$ cat src/rtl/jogo_memoria_pkg.sv
// ---------------------------------------------------------------------------
// jogo_memoria_pkg
// Shared definitions for the parametrised memory game:
//   - estado_t   : FSM state encoding (codes are visible on db_estado)
//   - LFSR_SEED  : reset value of the sequence generator
//   - LFSR_TAPS  : feedback mask for taps 16/14/13/11 (bits 15/13/12/10)
//   - indice_para_onehot : button index -> one-hot vector
//   - eh_onehot          : true when exactly one bit is set
// ---------------------------------------------------------------------------
package jogo_memoria_pkg;

    typedef enum logic [3:0] {
        IDLE        = 4'h0,
        PREPARA     = 4'h1,
        GERA        = 4'h2,
        MOSTRA      = 4'h3,
        APAGA       = 4'h4,
        ESPERA      = 4'h5,
        COMPARA     = 4'h6,
        PROX_JOGADA = 4'h7,
        ULTIMA      = 4'h8,
        NOVA        = 4'h9,
        FIM_A       = 4'hA,
        FIM_T       = 4'hD,
        FIM_E       = 4'hE
    } estado_t;

    localparam logic [15:0] LFSR_SEED = 16'hACE1;
    localparam logic [15:0] LFSR_TAPS = 16'hB400;

    localparam int MAX_BOTOES = 8;

    // Widest supported button vector; callers cast down to N_BOTOES.
    function automatic logic [MAX_BOTOES-1:0] indice_para_onehot(input logic [2:0] idx);
        return 8'b0000_0001 << idx;
    endfunction

    function automatic logic eh_onehot(input logic [MAX_BOTOES-1:0] v);
        return (v != 8'd0) && ((v & (v - 8'd1)) == 8'd0);
    endfunction

endpackage

$ cat src/rtl/jogo_memoria_lfsr.sv
// ---------------------------------------------------------------------------
// jogo_memoria_lfsr
// 16-bit Fibonacci LFSR (taps 16/14/13/11) that advances every cycle and
// presents the next sequence element as a one-hot button vector.
// Ports:
//   clock    in   system clock
//   reset    in   synchronous, active-high; loads LFSR_SEED
//   elemento out  one-hot of (lfsr[7:0] % N_BOTOES)
// ---------------------------------------------------------------------------
module jogo_memoria_lfsr
    import jogo_memoria_pkg::*;
#(
    parameter int N_BOTOES = 4
) (
    input  logic                clock,
    input  logic                reset,
    output logic [N_BOTOES-1:0] elemento
);

    logic [15:0] lfsr;
    logic [2:0]  idx;

    // NOTE: state registers use non-blocking assignments so every flop
    // samples the pre-edge value of its neighbours, exactly like hardware.
    always_ff @(posedge clock) begin
        if (reset) begin
            lfsr <= LFSR_SEED;
        end else begin
            lfsr <= {lfsr[14:0], ^(lfsr & LFSR_TAPS)};
        end
    end

    assign idx      = 3'(lfsr[7:0] % 8'(N_BOTOES));
    assign elemento = N_BOTOES'(indice_para_onehot(idx));

endmodule

$ cat src/rtl/jogo_memoria_param.sv
// ---------------------------------------------------------------------------
// jogo_memoria_param
// Parametrised memory-game engine. Each round one element is appended to the
// sequence (from the LFSR, or from the player in modo=1), the sequence is
// played back on the LEDs, and the player's presses are checked in order.
//
// Configuration macro: JOGO_TIMEOUT_EN
//   defined   -> per-press timeout counter; ESPERA/NOVA can end in FIM_T
//   undefined -> ESPERA/NOVA wait forever; timeout tied low
//
// Ports:
//   clock      in   system clock
//   reset      in   synchronous, active-high
//   iniciar    in   start/restart (honoured only in IDLE and FIM_*)
//   modo       in   0 = LFSR sequence, 1 = player-built; sampled with iniciar
//   botoes     in   synchronised buttons
//   leds       out  LED drive (playback in MOSTRA, mirror of botoes in ESPERA)
//   pronto     out  game over (FIM_A / FIM_E / FIM_T)
//   ganhou     out  won (FIM_A)
//   perdeu     out  lost (FIM_E / FIM_T)
//   timeout    out  lost by timeout (FIM_T)
//   db_estado  out  state code
//   db_rodada  out  current round, 1-based
//   db_jogada  out  position being shown/checked, 0-based
// ---------------------------------------------------------------------------
module jogo_memoria_param
    import jogo_memoria_pkg::*;
#(
    parameter int N_BOTOES       = 4,
    parameter int MAX_RODADAS    = 16,
    parameter int T_MOSTRA       = 25_000_000,
    parameter int TIMEOUT_CICLOS = 150_000_000
) (
    input  logic                clock,
    input  logic                reset,
    input  logic                iniciar,
    input  logic                modo,
    input  logic [N_BOTOES-1:0] botoes,
    output logic [N_BOTOES-1:0] leds,
    output logic                pronto,
    output logic                ganhou,
    output logic                perdeu,
    output logic                timeout,
    output logic [3:0]          db_estado,
    output logic [4:0]          db_rodada,
    output logic [4:0]          db_jogada
);

    localparam int W_IDX = (MAX_RODADAS > 1) ? $clog2(MAX_RODADAS) : 1;
    localparam int W_ROD = $clog2(MAX_RODADAS + 1);
    localparam int W_MOS = (T_MOSTRA > 1) ? $clog2(T_MOSTRA) : 1;

    estado_t             estado, prox_estado;
    logic [W_ROD-1:0]    rodada;
    logic [W_IDX-1:0]    jogada;
    logic                modo_r;
    logic [N_BOTOES-1:0] captura;
    logic                prev_any;
    logic [W_MOS-1:0]    cnt_mostra;

    logic [N_BOTOES-1:0] mem [MAX_RODADAS];
    logic [N_BOTOES-1:0] mem_atual;
    logic [N_BOTOES-1:0] elemento;

    logic                press;
    logic                botoes_onehot;
    logic                captura_ok;
    logic                cnt_fim;
    logic                is_last;
    logic                expirou;
    logic [W_ROD-1:0]    limite;
    logic [W_ROD-1:0]    ultimo_idx;

    logic                mem_we;
    logic [W_IDX-1:0]    wr_addr;
    logic [N_BOTOES-1:0] mem_wdata;

    // ----------------------------------------------------------------------
    // Sequence generator
    // ----------------------------------------------------------------------
    jogo_memoria_lfsr #(
        .N_BOTOES (N_BOTOES)
    ) u_lfsr (
        .clock    (clock),
        .reset    (reset),
        .elemento (elemento)
    );

    // ----------------------------------------------------------------------
    // Derived conditions
    // ----------------------------------------------------------------------
    // A press is the rising edge of "any button held"; holding a button
    // therefore counts once.
    assign press         = (|botoes) & ~prev_any;
    assign botoes_onehot = eh_onehot(8'(botoes));
    assign mem_atual     = mem[jogada];
    assign captura_ok    = eh_onehot(8'(captura)) && (captura == mem_atual);
    assign cnt_fim       = (cnt_mostra == W_MOS'(T_MOSTRA - 1));

    // In player-built mode the newest element is not yet in memory when the
    // round is played back, so one fewer entry is shown and repeated.
    assign limite     = modo_r ? (rodada - W_ROD'(1)) : rodada;
    assign ultimo_idx = limite - W_ROD'(1);
    assign is_last    = (W_ROD'(jogada) == ultimo_idx);
    assign wr_addr    = W_IDX'(rodada - W_ROD'(1));

    // ----------------------------------------------------------------------
    // Per-press timeout
    // ----------------------------------------------------------------------
`ifdef JOGO_TIMEOUT_EN
    localparam int W_TMO = (TIMEOUT_CICLOS > 1) ? $clog2(TIMEOUT_CICLOS) : 1;

    logic [W_TMO-1:0] timer;

    // Any state other than ESPERA/NOVA holds the timer at zero, so it is
    // clear on every entry into a waiting state.
    always_ff @(posedge clock) begin
        if (reset) begin
            timer <= '0;
        end else if (estado == ESPERA || estado == NOVA) begin
            timer <= timer + W_TMO'(1);
        end else begin
            timer <= '0;
        end
    end

    assign expirou = (estado == ESPERA || estado == NOVA) &&
                     (timer == W_TMO'(TIMEOUT_CICLOS - 1));
    assign timeout = (estado == FIM_T);
`else
    assign expirou = 1'b0;
    assign timeout = 1'b0;
`endif

    // ----------------------------------------------------------------------
    // State register
    // ----------------------------------------------------------------------
    always_ff @(posedge clock) begin
        if (reset) begin
            estado <= IDLE;
        end else begin
            estado <= prox_estado;
        end
    end

    // ----------------------------------------------------------------------
    // Next-state logic
    // ----------------------------------------------------------------------
    // NOTE: every signal driven here gets a default first, so no path can
    // leave it unassigned and infer a latch.
    always_comb begin
        prox_estado = estado;
        unique case (estado)
            IDLE, FIM_A, FIM_E, FIM_T: begin
                if (iniciar) prox_estado = PREPARA;
            end
            PREPARA: prox_estado = GERA;
            GERA: begin
                if (modo_r && rodada == W_ROD'(1)) prox_estado = NOVA;
                else                               prox_estado = MOSTRA;
            end
            MOSTRA: begin
                if (cnt_fim) prox_estado = APAGA;
            end
            APAGA: begin
                if (cnt_fim) begin
                    if (limite == '0)   prox_estado = NOVA;
                    else if (!is_last)  prox_estado = MOSTRA;
                    else                prox_estado = ESPERA;
                end
            end
            ESPERA: begin
                // A press in the expiry cycle takes priority.
                if (press)        prox_estado = COMPARA;
                else if (expirou) prox_estado = FIM_T;
            end
            COMPARA: begin
                if (!captura_ok)  prox_estado = FIM_E;
                else if (is_last) prox_estado = modo_r ? NOVA : ULTIMA;
                else              prox_estado = PROX_JOGADA;
            end
            PROX_JOGADA: prox_estado = ESPERA;
            NOVA: begin
                if (press)        prox_estado = botoes_onehot ? ULTIMA : FIM_E;
                else if (expirou) prox_estado = FIM_T;
            end
            ULTIMA: begin
                if (rodada == W_ROD'(MAX_RODADAS)) prox_estado = FIM_A;
                else                               prox_estado = GERA;
            end
            default: prox_estado = IDLE;
        endcase
    end

    // ----------------------------------------------------------------------
    // Datapath registers
    // ----------------------------------------------------------------------
    always_ff @(posedge clock) begin
        if (reset) begin
            rodada     <= '0;
            jogada     <= '0;
            modo_r     <= 1'b0;
            captura    <= '0;
            prev_any   <= 1'b0;
            cnt_mostra <= '0;
        end else begin
            prev_any <= |botoes;

            if (estado == MOSTRA || estado == APAGA) begin
                cnt_mostra <= cnt_fim ? '0 : cnt_mostra + W_MOS'(1);
            end else begin
                cnt_mostra <= '0;
            end

            unique case (estado)
                IDLE, FIM_A, FIM_E, FIM_T: begin
                    if (iniciar) modo_r <= modo;
                end
                PREPARA: begin
                    rodada <= W_ROD'(1);
                    jogada <= '0;
                end
                GERA: jogada <= '0;
                APAGA: begin
                    if (cnt_fim) begin
                        if (limite != '0 && !is_last) jogada <= jogada + W_IDX'(1);
                        else                          jogada <= '0;
                    end
                end
                ESPERA: begin
                    if (press) captura <= botoes;
                end
                PROX_JOGADA: jogada <= jogada + W_IDX'(1);
                ULTIMA: begin
                    if (rodada != W_ROD'(MAX_RODADAS)) rodada <= rodada + W_ROD'(1);
                end
                default: ;
            endcase
        end
    end

    // ----------------------------------------------------------------------
    // Sequence memory
    // ----------------------------------------------------------------------
    always_comb begin
        mem_we    = 1'b0;
        mem_wdata = elemento;
        if (estado == GERA && !modo_r) begin
            mem_we = 1'b1;
        end else if (estado == NOVA && press && botoes_onehot) begin
            mem_we    = 1'b1;
            mem_wdata = botoes;
        end
    end

    // NOTE: the sequence memory is deliberately left out of reset; every
    // entry is written before it is read, and a reset-free array maps onto
    // plain RAM/LUT storage.
    always_ff @(posedge clock) begin
        if (mem_we) mem[wr_addr] <= mem_wdata;
    end

    // ----------------------------------------------------------------------
    // Outputs
    // ----------------------------------------------------------------------
    always_comb begin
        leds = '0;
        if (estado == MOSTRA)      leds = mem_atual;
        else if (estado == ESPERA) leds = botoes;
    end

    assign pronto    = (estado == FIM_A) || (estado == FIM_E) || (estado == FIM_T);
    assign ganhou    = (estado == FIM_A);
    assign perdeu    = (estado == FIM_E) || (estado == FIM_T);
    assign db_estado = estado;
    assign db_rodada = 5'(rodada);
    assign db_jogada = 5'(jogada);

endmodule
$ cat config.mk
export PLATFORM = sky130hd
export DESIGN_NAME = jogo_memoria_param
export DESIGN_NICKNAME = d
export VERILOG_FILES = /design/src/rtl/jogo_memoria_pkg.sv /design/src/rtl/jogo_memoria_lfsr.sv /design/src/rtl/jogo_memoria_param.sv
export SDC_FILE = /design/constraint.sdc
export NUM_CORES = 1
export LEC_CHECK = 0
export CAP_MARGIN = 20
export CORE_MARGIN = 10
export CORE_UTILIZATION = 60
export CTS_CLUSTER_SIZE = 28
export DETAILED_ROUTE_END_ITERATION = 16
export PLACE_DENSITY = 0.83
export SLEW_MARGIN = 10
export SYNTH_ARGS = -nofsm -noshare
export SYNTH_HDL_FRONTEND = slang
export SYNTH_SLANG_ARGS = --single-unit
$ cat constraint.sdc
create_clock -name clock -period 4.3 [get_ports clock]
set_input_delay 0.86 -clock clock [delete_from_list [all_inputs] [get_ports clock]]
set_output_delay 0.86 -clock clock [all_outputs]
set_load 0.02 [all_outputs]
# ---- Word level (Yosys, flattened, before mapping)
# Memory sizes are Yosys's and may differ from the RTL's. A register that Yosys moved wholly into a read port is not among the register bits.
# Cells that the tools add are included.
# W data, S select, Z words.
dict set report op_classes {
  bitwise_logic 5
  n_eq_ne 24
  n_mux 30
  n_addsub 7
  n_reduce_logical 33
  order_cmp 0
  mul 0
  div_mod_pow 0
  shift 1
}
# op count
set op_table {}
lappend op_table {{$mux W4} 18}
lappend op_table {{$pmux W4 S10} 1}
lappend op_table {{$add A25 B1 Y25 const B} 1}
lappend op_table {{$eq A25 B25 Y1 const B} 1}
lappend op_table {{$eq A4 B4 Y1 const B} 5}
lappend op_table {{$and A4 B8 Y8} 2}
lappend op_table {{$eq A4 B3 Y1 const B} 4}
lappend op_table {{$logic_not A8 Y1} 2}
lappend op_table {{$reduce_xor A16 Y1} 1}
lappend op_table {{$ne A2 B2 Y1 const B} 6}
lappend op_table {{$pmux W4 S3} 1}
lappend op_table {{$mux W5} 2}
lappend op_table {{$pmux W5 S2} 1}
lappend op_table {{$sub A4 B1 Y5 const B} 2}
lappend op_table {{$sub A5 B1 Y5 const B} 2}
lappend op_table {{$eq A4 B2 Y1 const B} 2}
lappend op_table {{$logic_and A1 B1 Y1} 8}
lappend op_table {{$reduce_and A2 Y1} 4}
lappend op_table {{$reduce_bool A4 Y1} 2}
lappend op_table {{$reduce_or A4 Y1} 2}
lappend op_table {{$mux W3} 2}
lappend op_table {{$add A5 B1 Y5 const B} 1}
lappend op_table {{$eq A4 B5 Y1} 1}
lappend op_table {{$eq A5 B1 Y1 const B} 1}
lappend op_table {{19 further kinds} 28}
dict set report totals {
  word_cells 109
  ff_bits 60
  output_inout_bits 22
  mem_bits_rw 64
  n_memories 1
  latchBits 0
  in_bits 8
  rom_bits 0
}
# name depth word_bits rd rd_clocked_by_memory_dff write_ports line_no
set mem_list {}
lappend mem_list {mem 16 4 1 1 1 jogo_memoria_param.sv:61} ;# logic [N_BOTOES-1:0] mem [MAX_RODADAS];

# ---- Longest topological paths before layout
# Gate-level depths: netlist (run 1).
dict set report depth {
  ltp_word 11
  mapped_depth 14
  mapped_depth_nobuf 13
}

# ---- By module
# From an unflattened synthesis (run 1), not the netlist that was laid out.
dict set report unflattened {
  hier_cells 546
  hier_area_um2 6095.8
}
# module seq_area_each_um2 cells_per_inst area_each_um2 instances
set by_module_without_submodules {}
lappend by_module_without_submodules {jogo_memoria_param 2882.8 506 5615.4 1}
lappend by_module_without_submodules {jogo_memoria_lfsr 320.3 40 480.5 1}

# ---- Least setup slack after synthesis (run 1)
# No wires, ideal clock.
dict set report synth_timing {
  path_type {reg2reg}
  startpoint {register rodada[0], in the netlist db_rodada[0]}
  endpoint {register estado[1], in the netlist db_estado[1]}
  path_stages_with_launch 15
  synth_period_minus_slack_ps 3144
  arrival_time_ps 3009
  slack_ps 1156
  t_required_ps 4165
  setup_ps 135
  path_buffers 1
  path_cell_list {dfxtp_1 buf_2 inv_1 ha_1 nand2_1 o21ai_0 ha_1 inv_1 nor3_1 a211oi_1 a2bb2oi_1 or4_1 and2_1 a2111oi_0 a31oi_1}
}
dict set report synth_between {
  elab_chain_cells 8
  elab_cells_between_ends 14
  cone_classes {add/sub: 2; eq/ne: 2; mux: 8; reduce/logical: 2}
}
# item line_no
set synth_rtl {}
lappend synth_rtl {{start: declaration} jogo_memoria_param.sv:54} ;# logic [W_ROD-1:0] rodada;
lappend synth_rtl {{start signal: assignment} jogo_memoria_param.sv:235} ;# if (rodada != W_ROD'(MAX_RODADAS)) rodada <= rodada + W_ROD'(1);
lappend synth_rtl {{$sub A5 B1 Y5} -}
lappend synth_rtl {{$mux W5} jogo_memoria_param.sv:102} ;# assign limite = modo_r ? (rodada - W_ROD'(1)) : rodada;
lappend synth_rtl {{$sub A5 B1 Y5} jogo_memoria_param.sv:103} ;# assign ultimo_idx = limite - W_ROD'(1);
lappend synth_rtl {{$eq A4 B5 Y1} jogo_memoria_param.sv:104} ;# assign is_last = (W_ROD'(jogada) == ultimo_idx);
lappend synth_rtl {{$mux W3} jogo_memoria_param.sv:168} ;# else if (!is_last) prox_estado = MOSTRA;
lappend synth_rtl {{$mux W4} jogo_memoria_param.sv:167} ;# if (limite == '0) prox_estado = NOVA;
lappend synth_rtl {{$mux W4} jogo_memoria_param.sv:166} ;# if (cnt_fim) begin
lappend synth_rtl {{$pmux W4 S10 (*)} jogo_memoria_param.sv:153} ;# unique case (estado)
lappend synth_rtl {{end signal: assignment} jogo_memoria_param.sv:142} ;# estado <= prox_estado;
lappend synth_rtl {{end: declaration} jogo_memoria_param.sv:53} ;# estado_t estado, prox_estado;
# Every way passes the cells marked *; elsewhere a longest branch is shown, timed or not. The select of a mux whose other input is x is not followed.
# A chain may end at the register's enable or synchronous reset.

==> flow_results.org, run 1 <==
** Die
- Row cnt :: 36
- The floorplan step defined a die boundary enclosing 14490 um^2.
- The core region is around 9800 um^2.
- Measured along the x axis, the die boundary spans roughly 120 um.
- Die Span Y :: 120.4 um
- 30 I/O pins were placed.
- Initial core utilization :: 61.84%

** Global routing
- Entering global routing, the biggest net connects 31 pins.
- Summed over all layers, the global routing overflow is 0.
- Met1 GRT Util :: 22.82%
- The first global-routing pass estimated 22260 um of wire.
- Global routing used between 30% and 40% of the available met2 tracks.
- The number of antenna violations at the first check in global routing was 0.
- Busiest layer in global routing :: met2
- The number of global-route vias before repair came to 4300.
- Met3 track demand over resource in global routing :: under 10%
- GRT Resource Usage Total :: a little under a fifth

** Detailed routing
- For this block, the initial DRC count from the detailed router was between 300 and 400.
- Total wire length :: approximately 13000 um
- In the final routed layout, each cell accounts on average for between 15 and 20 um.
- Via count of the routed design :: between 4000 and 5000
- Routed vias/inst :: between 5 and 6
- The detail route stage leaves a number of antenna-violating nets equal to 0.
- For this run, the detailed router's first-pass iteration total came to 6.
- For this run, design rule violations remaining after detail routing come to 0.

** STA
- Headroom to the max-slew limit :: 29.86%
- Hold is met by 0.4109 ns.
- Min Clock Period, post-route :: 4.036 ns
- Final slew viol count :: 0
- Setup repair after global routing missed its margin :: false
- At the pin with the least slew margin, the transition time is between 1 and 1.5 ns.
- Final hold vios :: 0
- Number of failing setup endpoints in the final timing report :: 0
- Worst Clk Skew :: roughly 0.010 ns
- Final period util :: about 94%
- Summed negative setup slack over all endpoints :: 0 ns
- Max Fclk :: approximately 250 MHz

** Clocking
- In this run the number of H-tree levels came out at 4.
- CTS saw about 130 sinks.
- Number of hold buffers added after cts :: 0
- Buffers inserted during clock tree synthesis total 17.
- The clock reaches the later pin of the worst-skew pair after approximately 0.52 ns.
- After clock tree synthesis, the clock-pin slew on the worst setup and hold paths is about 0.06 ns.
- Root Buffer Master :: sky130_fd_sc_hd__clkbuf_8
- Counting along the longest clock path gives a buffer depth of 2.
- TritonCTS built the clock tree.

** Status
- Run status :: complete, no violations

** Synthesis
- By area the synthesized netlist is led by sky130_fd_sc_hd__edfxtp_1 32%, sky130_fd_sc_hd__dfxtp_1 21%, sky130_fd_sc_hd__mux4_2 4.8%.
- Post-synth EDFFs :: 64
- The number of different library cells used by synthesis comes to 63.
- In the post-synthesis netlist, the cell with the most instances is sky130_fd_sc_hd__nor2_1.
- sky130_fd_sc_hd__edfxtp_1 takes more of the synthesized area than any other cell.
- Dominant synthesized flop cell :: sky130_fd_sc_hd__edfxtp_1
- Synthesized area per cell :: ~11 um^2
- After technology mapping, the gate count stands at between 500 and 600.
- The cell area that synthesis handed to floorplanning was 6045 um^2.
- Sequential elements use between 50% and 60% of the synthesized area.
- In the synthesized netlist the async set-or-reset flop fraction comes to 0%.
- Sorting the synthesized cells by how often they occur yields 78 x sky130_fd_sc_hd__nor2_1, 64 x sky130_fd_sc_hd__dfxtp_1, 64 x sky130_fd_sc_hd__edfxtp_1.
- Of the post-synthesis cell area, the dominant cell type holds 31.79%.
- Synth Warn # :: 0
- The synthesized design contains ~130 register bits.

** Place
- Routability-driven placement finished with a final weighted congestion of about 0.83.
- Buffers placed on the I/O ports in this run total 27.
- DPL Wire Length :: 8813 um

** Finish
- In the final design database the tool counted 593 nets.
- Core Util, Final :: around 71%
- Antenna diode count :: 0
- Share of layout cells above drive strength 1 :: about an eighth
- The area growth from synthesis to layout is 15.26%.

** Worst setup path
- Among all stages on the critical path, the largest delay is contributed by sky130_fd_sc_hd__dfxtp_1.
- Data on the critical path arrives at its endpoint at 3.18 ns.
- In this run the worst path has a maximum fanout of 11.
- Bufs and invs on worst path :: 1
- The signal on the critical path passes through mux4_2, nor2b_1, a31oi_1, o211ai_1, a22oi_1, nor2_1, clkdlybuf4s50_1.
- Endpoint of the most critical register-to-register path :: db_estado[1]$_SDFFE_PP0P_
- Worst setup EP type :: primary output
- In this design, the stage delay of the slowest critical-path cell is roughly 0.67 ns.
- Reg2Reg Setup Slack :: 0.79 ns
- The worst setup path is launched from a register.
- Category of cells accounting for the largest share of critical-path delay :: flip-flops
- Worst R2R Start :: db_rodada[1]$_SDFFE_PP0P_
- Critical Path RT :: 3.44 ns
- Counting cells, the worst reg-to-reg path comes to 13.
- The critical path is of the reg2out type.

** Power and ir drop
- In this run the power density over the cells is 540.4 nW/um^2.
- Summed over all cells, the static leakage comes to around 2.3 nW.
- Maximum vdd ir drop :: approximately 310 uV

** Hold path
- The worst hold path terminates at u_lfsr.lfsr[10]$_SDFF_PP1_.
- Number of stages on the worst hold path :: 1
- The worst hold path begins at u_lfsr.lfsr[9]$_SDFF_PP0_.
- The path class of the tightest hold or removal check is reg2reg.

** Run
- Max-cap viol count :: 0
## where the power goes
part           switching (W)  internal (W)
Clock               0.000535      0.000878
Combinational       0.000516      0.000356
Sequential          0.000120       0.00136
Total                0.00117       0.00259
## per-layer routing
| metal | vias to the layer above | wire length [um] |
|---|---|---|
| li1 | 2028 | - |
| met1 | 2058 | 5638 |
| met2 | 133 | 6931 |
| met3 | 22 | 682 |
| met4 | 0 | 211 |
| met5 | - | 0 |
## cells by family after synthesis
| logic type | Yosys count | share of synthesized area [%] |
|---|---|---|
| fa+ha+maj | 10 | 2.070 |
| flops | 128 | 52.99 |
| mux | 33 | 8.238 |
| compound gates | 70 | 7.845 |
| buf+inv | 41 | 3.167 |
| xor+xnor | 46 | 6.665 |
| simple gates | 223 | 18.96 |
| other cells | 1 | 0.06204 |
## how the worst max path moves through the flow
stage                                     end  cells past startpoint
finish                                leds[3]                      7
global placement                      leds[0]                      7
CTS                                   leds[0]                      7
global route                          leds[3]                      7
detailed placement        mem[3][0]$_DFFE_PP_                      9
floorplan           db_estado[1]$_SDFFE_PP0P_                     14
## through the flow
| stage | instances | setup WS [ns] | total power [W] | cell area, um^2 |
|---|---|---|---|---|
| after CTS | 721 | 0.03411 | 0.003769 | 6965 |
| after floorplan | 553 | 1.156 | 0.002120 | 6048 |
| after global placement | 689 | 0.6620 | 0.002325 | 6384 |
| after global routing | 721 | 0.1053 | 0.003935 | 6967 |
| after detailed placement | 689 | 0.5644 | 0.002352 | 6384 |
| final | 721 | 0.2639 | 0.003764 | 6967 |
## sequential cells by signal, summed over array words and instances (netlist names), named ones only
register     cells
prev_any         1
u_lfsr.lfsr     16
db_rodada        5
captura          4
cnt_mostra      25
mem             64
modo_r           1
jogada           4
db_estado        4
## placed cells by master (no fill, tap or decap), types with 5 or more instances in the layout
cell / instances
sky130_fd_sc_hd__a21oi_1: 13
sky130_fd_sc_hd__and3_1: 5
sky130_fd_sc_hd__buf_4: 7
sky130_fd_sc_hd__clkbuf_16: 16
sky130_fd_sc_hd__clkdlybuf4s50_1: 27
sky130_fd_sc_hd__dfxtp_1: 63
sky130_fd_sc_hd__edfxtp_1: 64
sky130_fd_sc_hd__ha_1: 10
sky130_fd_sc_hd__inv_1: 9
sky130_fd_sc_hd__mux2i_1: 16
sky130_fd_sc_hd__mux4_2: 13
sky130_fd_sc_hd__nand2_1: 33
sky130_fd_sc_hd__nand2b_1: 9
sky130_fd_sc_hd__nand3_1: 18
sky130_fd_sc_hd__nand3b_1: 6
sky130_fd_sc_hd__nand4_1: 9
sky130_fd_sc_hd__nor2_1: 78
sky130_fd_sc_hd__nor2b_1: 15
sky130_fd_sc_hd__nor3_1: 11
sky130_fd_sc_hd__nor4_1: 7
sky130_fd_sc_hd__o21ai_0: 20
sky130_fd_sc_hd__or2_2: 10
sky130_fd_sc_hd__xnor2_1: 16
sky130_fd_sc_hd__xor2_1: 30
## timing repair
| action | 4_1_cts | 5_1_grt |
|---|---|---|
| buffers inserted | 0 | 0 |
| setup endpoints to repair | 0 | 4 |
| resized for setup | 0 | 1 |
## final cells by class
type | instances | area, um^2
Clock inverter | 15 | 167.7
Fill cell | 696 | 2808
Timing Repair Buffer | 34 | 322.8
Tap cell | 133 | 166.4
Clock buffer | 17 | 414.1
Multi-Input combinational cell | 384 | 2654
Inverter | 10 | 37.54
Sequential cell | 128 | 3204
(Power assumes the default switching activity.)
==> run 2, diff against run 1 <==
CAP_MARGIN = default   (was 20)
GPL_TIMING_DRIVEN = 0   (was default)
==> flow_results.org, run 2 (synthesized netlist as in run 1, its figures left out) <==
** STA
- The routed design could run at a clock period as short as about 4.1 ns.
- Final hold vios :: 0
- Worst Clk Skew :: between 0.007 and 0.008 ns
- The count of final max-slew check failures came to 0.
- Final period util :: 94.42%
- Least-Margin Pin Slew :: between 1 and 1.5 ns
- For this run, the top clock speed supported by timing is ~250 MHz.
- Setup violations remaining at the end of the flow were counted as 0.
- Summed negative setup slack over all endpoints :: 0 ns
- Measured against its own limit, the worst slew margin works out to approximately a third.
- Setup repair after global routing missed its margin :: false
- Worst hold slack :: roughly 0.41 ns

** Place
- At the end of routability-driven placement, the weighted congestion stood at 0.9538.
- After detailed placement, the total cell area comes to around 6500 um^2.
- Summed over all nets, the half-perimeter wirelength after detailed placement is around 9600 um.
- During placement, the flow inserted port buffers numbering 25.

** Hold path
- In this run the worst hold path is classified as reg2reg.

** Clocking
- Clock slew at reported path FFs :: roughly 0.06 ns
- Clock tree from TritonCTS :: done
- Worst skew pair latency :: between 0.5 and 0.6 ns
- The root buffer cell chosen for the clock tree is sky130_fd_sc_hd__clkbuf_8.
- Number of buffers on the longest clock path :: 2
- In this run the number of H-tree levels came out at 4.
- The clock net in this run drives a total of 128 sinks.
- Inserted Clock Buffers :: 17

** Detailed routing
- Routed vias/inst :: 5.816
- Total wire length :: 13450 um
- The routed design uses 6662 um of met2 wire.
- Detailed-routing wirelength on met1 :: between 5000 and 6000 um
- The first routing iteration left between 300 and 400 violations.
- Via count of the routed design :: 4333
- Top Metal Used :: met4
- Dividing the detail-routed wire length by the instance count gives 18.05 um.
- The routed design uses 871 um of met3 wire.
- The pre-antenna-repair detailed-routing pass consisted of 4 iterations.
- In the routed design, unresolved DRC markers number 0.
- Once detail routing completed, the nets flagged for antenna violations numbered 0.

** Die
- The floorplan step defined a die boundary enclosing roughly 14000 um^2.
- Die Width :: about 120 um
- For this configuration, the core starts out at a cell density of roughly three fifths.
- For this design the top-level I/O count stands at 30.
- Die Span Y :: between 100 and 150 um
- Placeable core region :: slightly below 10000 um^2
- Row cnt :: 36

** Worst setup path
- Critical path cell sequence :: clkbuf_1, clkbuf_2, mux4_2, mux2i_1, o21ai_0, a22oi_1, nor2_1, clkdlybuf4s50_1
- Category of cells accounting for the largest share of critical-path delay :: buffers and inverters
- In this run the worst path has a maximum fanout of 10.
- Path type of the worst setup path :: reg2out
- STA puts the critical path data arrival time at 3.20 ns.
- CP max-delay cell :: sky130_fd_sc_hd__clkdlybuf4s50_1
- STA classifies the critical path endpoint as a primary output.
- The worst setup path is launched from a register.
- The number of buffers and inverters on the critical path is 3.
- Critical path's largest stage delay :: approximately 0.63 ns
- At the worst endpoint, the required time is approximately 3.4 ns.

** Global routing
- Entering global routing, the biggest net connects 17 pins.
- Global routing finished with a remaining overflow of 0.
- Wire length of the first global-routing pass :: 22110 um
- In the global route stage, overall resource usage came out at between 10% and 20%.
- Antenna violations before repair :: 0
- The number of global-route vias before repair came to 4352.

** Finish
- Top library cells by usage in the layout, fill and taps aside :: 78 x sky130_fd_sc_hd__nor2_1, 64 x sky130_fd_sc_hd__dfxtp_1, 64 x sky130_fd_sc_hd__edfxtp_1
- The register with the most flip-flops in the layout has 64 of them.
- Post-route cell area :: 7041 um^2
- Total number of nets in the final design :: between 600 and 700
- Area growth from synthesis to layout :: 16.48%
- 0 antenna diodes ended up in the layout.
- Register with the most flip-flops :: mem
- Cells with a size suffix above 1 make up between 10% and 20% of the layout.
- Leading cell type in the layout, fill and taps excluded :: sky130_fd_sc_hd__nor2_1
- Core Util, Final :: between 70% and 80%
- The largest registers in the layout are mem: 64 flops, cnt_mostra: 25 flops, u_lfsr.lfsr: 16 flops.

** Power and ir drop
- For this design the ratio of total power to cell area is roughly 530 nW/um^2.
- Switching power :: ~0.0011 W
- In this run switching power makes up a little under a third of total power.
- Fraction of power consumed by sequential logic :: 37.9%
- IR analysis of the VDD net gives a maximum drop of between 300 and 400 uV.
- The clock network accounts for 36.3% of the total power.
- Cell internal power was estimated by the tool at roughly 0.0026 W.
- Combinational fraction of design power :: roughly 26%
- Power Total :: ~0.0037 W
- The analysis attributes to cell leakage a power of about 2.4 nW.

** Run
- Max-cap viol count :: 0

** Status
- Run status :: complete, no violations
## run 2: cell count changes in the layout (fill, tap and decap cells not counted), sizes merged
cell	previous run	this run
buf	7	16
inv	11	10
clkdlybuf4s50	27	25
clkbuf	17	39
bufinv	3	2
clkinvlp	4	1
## run 2: final timing paths
check | startpoint | end | cells after the start | slack, ns
setup / recovery | register | leds[1] | 8 | 0.24
hold / removal | u_lfsr.lfsr[5]$_SDFF_PP1_ | u_lfsr.lfsr[6]$_SDFF_PP1_ | 1 | 0.41
setup reg to reg | db_rodada[0]$_SDFFE_PP0P_ | db_estado[1]$_SDFFE_PP0P_ | 13 | 0.70
hold reg to reg | u_lfsr.lfsr[5]$_SDFF_PP1_ | u_lfsr.lfsr[6]$_SDFF_PP1_ | 1 | 0.41
## run 2: final cells by class
cell class / count / area, um^2
clock inverters: 10 / 113.9
multi-input cells: 384 / 2654
well taps: 133 / 166.4
flip-flops and latches: 128 / 3203
fillers: 689 / 2734
plain buffers: 31 / 157.7
clock buffers: 22 / 442.9
repair buffers: 27 / 265.3
inverters: 10 / 37.54
## run 2: what timing repair did
item / 4_1_cts / 5_1_grt
endpoints found under the setup margin: 1 / 2
hold buffers: 0 / 0
buffers inserted: 0 / 0
pin swaps: 0 / 0
resized for setup: 1 / 3
## run 2: power by group through the flow
stage	sequential (W)	combinational [W]	clock, W
6_report	0.00141	0.000958	0.00135
3_3_place_gp	0.00143	0.000911	0
2_1_floorplan	0.00145	0.000673	0
5_1_grt	0.00142	0.00106	0.00142
3_5_place_dp	0.00144	0.000940	0
4_1_cts	0.00141	0.000948	0.00137
## run 2: worst reg2reg max path, stage by stage, from the launching register on
cell                        delay, ns
sky130_fd_sc_hd__dfxtp_1         0.48
sky130_fd_sc_hd__buf_2           0.27
sky130_fd_sc_hd__inv_1           0.11
sky130_fd_sc_hd__ha_1            0.34
sky130_fd_sc_hd__nand2_1         0.06
sky130_fd_sc_hd__o21ai_0         0.08
sky130_fd_sc_hd__ha_1            0.22
sky130_fd_sc_hd__inv_1           0.08
sky130_fd_sc_hd__nor4_1          0.32
sky130_fd_sc_hd__a2bb2oi_1       0.15
sky130_fd_sc_hd__or4_1           0.60
sky130_fd_sc_hd__and2_1          0.21
sky130_fd_sc_hd__a2111oi_0       0.40
sky130_fd_sc_hd__a31oi_1         0.16
## run 2: routing by layer
layer / up-vias / global-route usage, %
li1: 2080 / -
met1: 2091 / 23.11
met2: 131 / 30.88
met3: 31 / 6.933
met4: 0 / 8.371
met5: - / 0
## run 2: per-stage QoR
stage	worst slack, ns	instances
global route	0.006511	745
finish	0.2401	745
floorplan	1.156	553
detailed placement	0.4468	713
CTS	0.08848	745
global placement	0.00006883	711
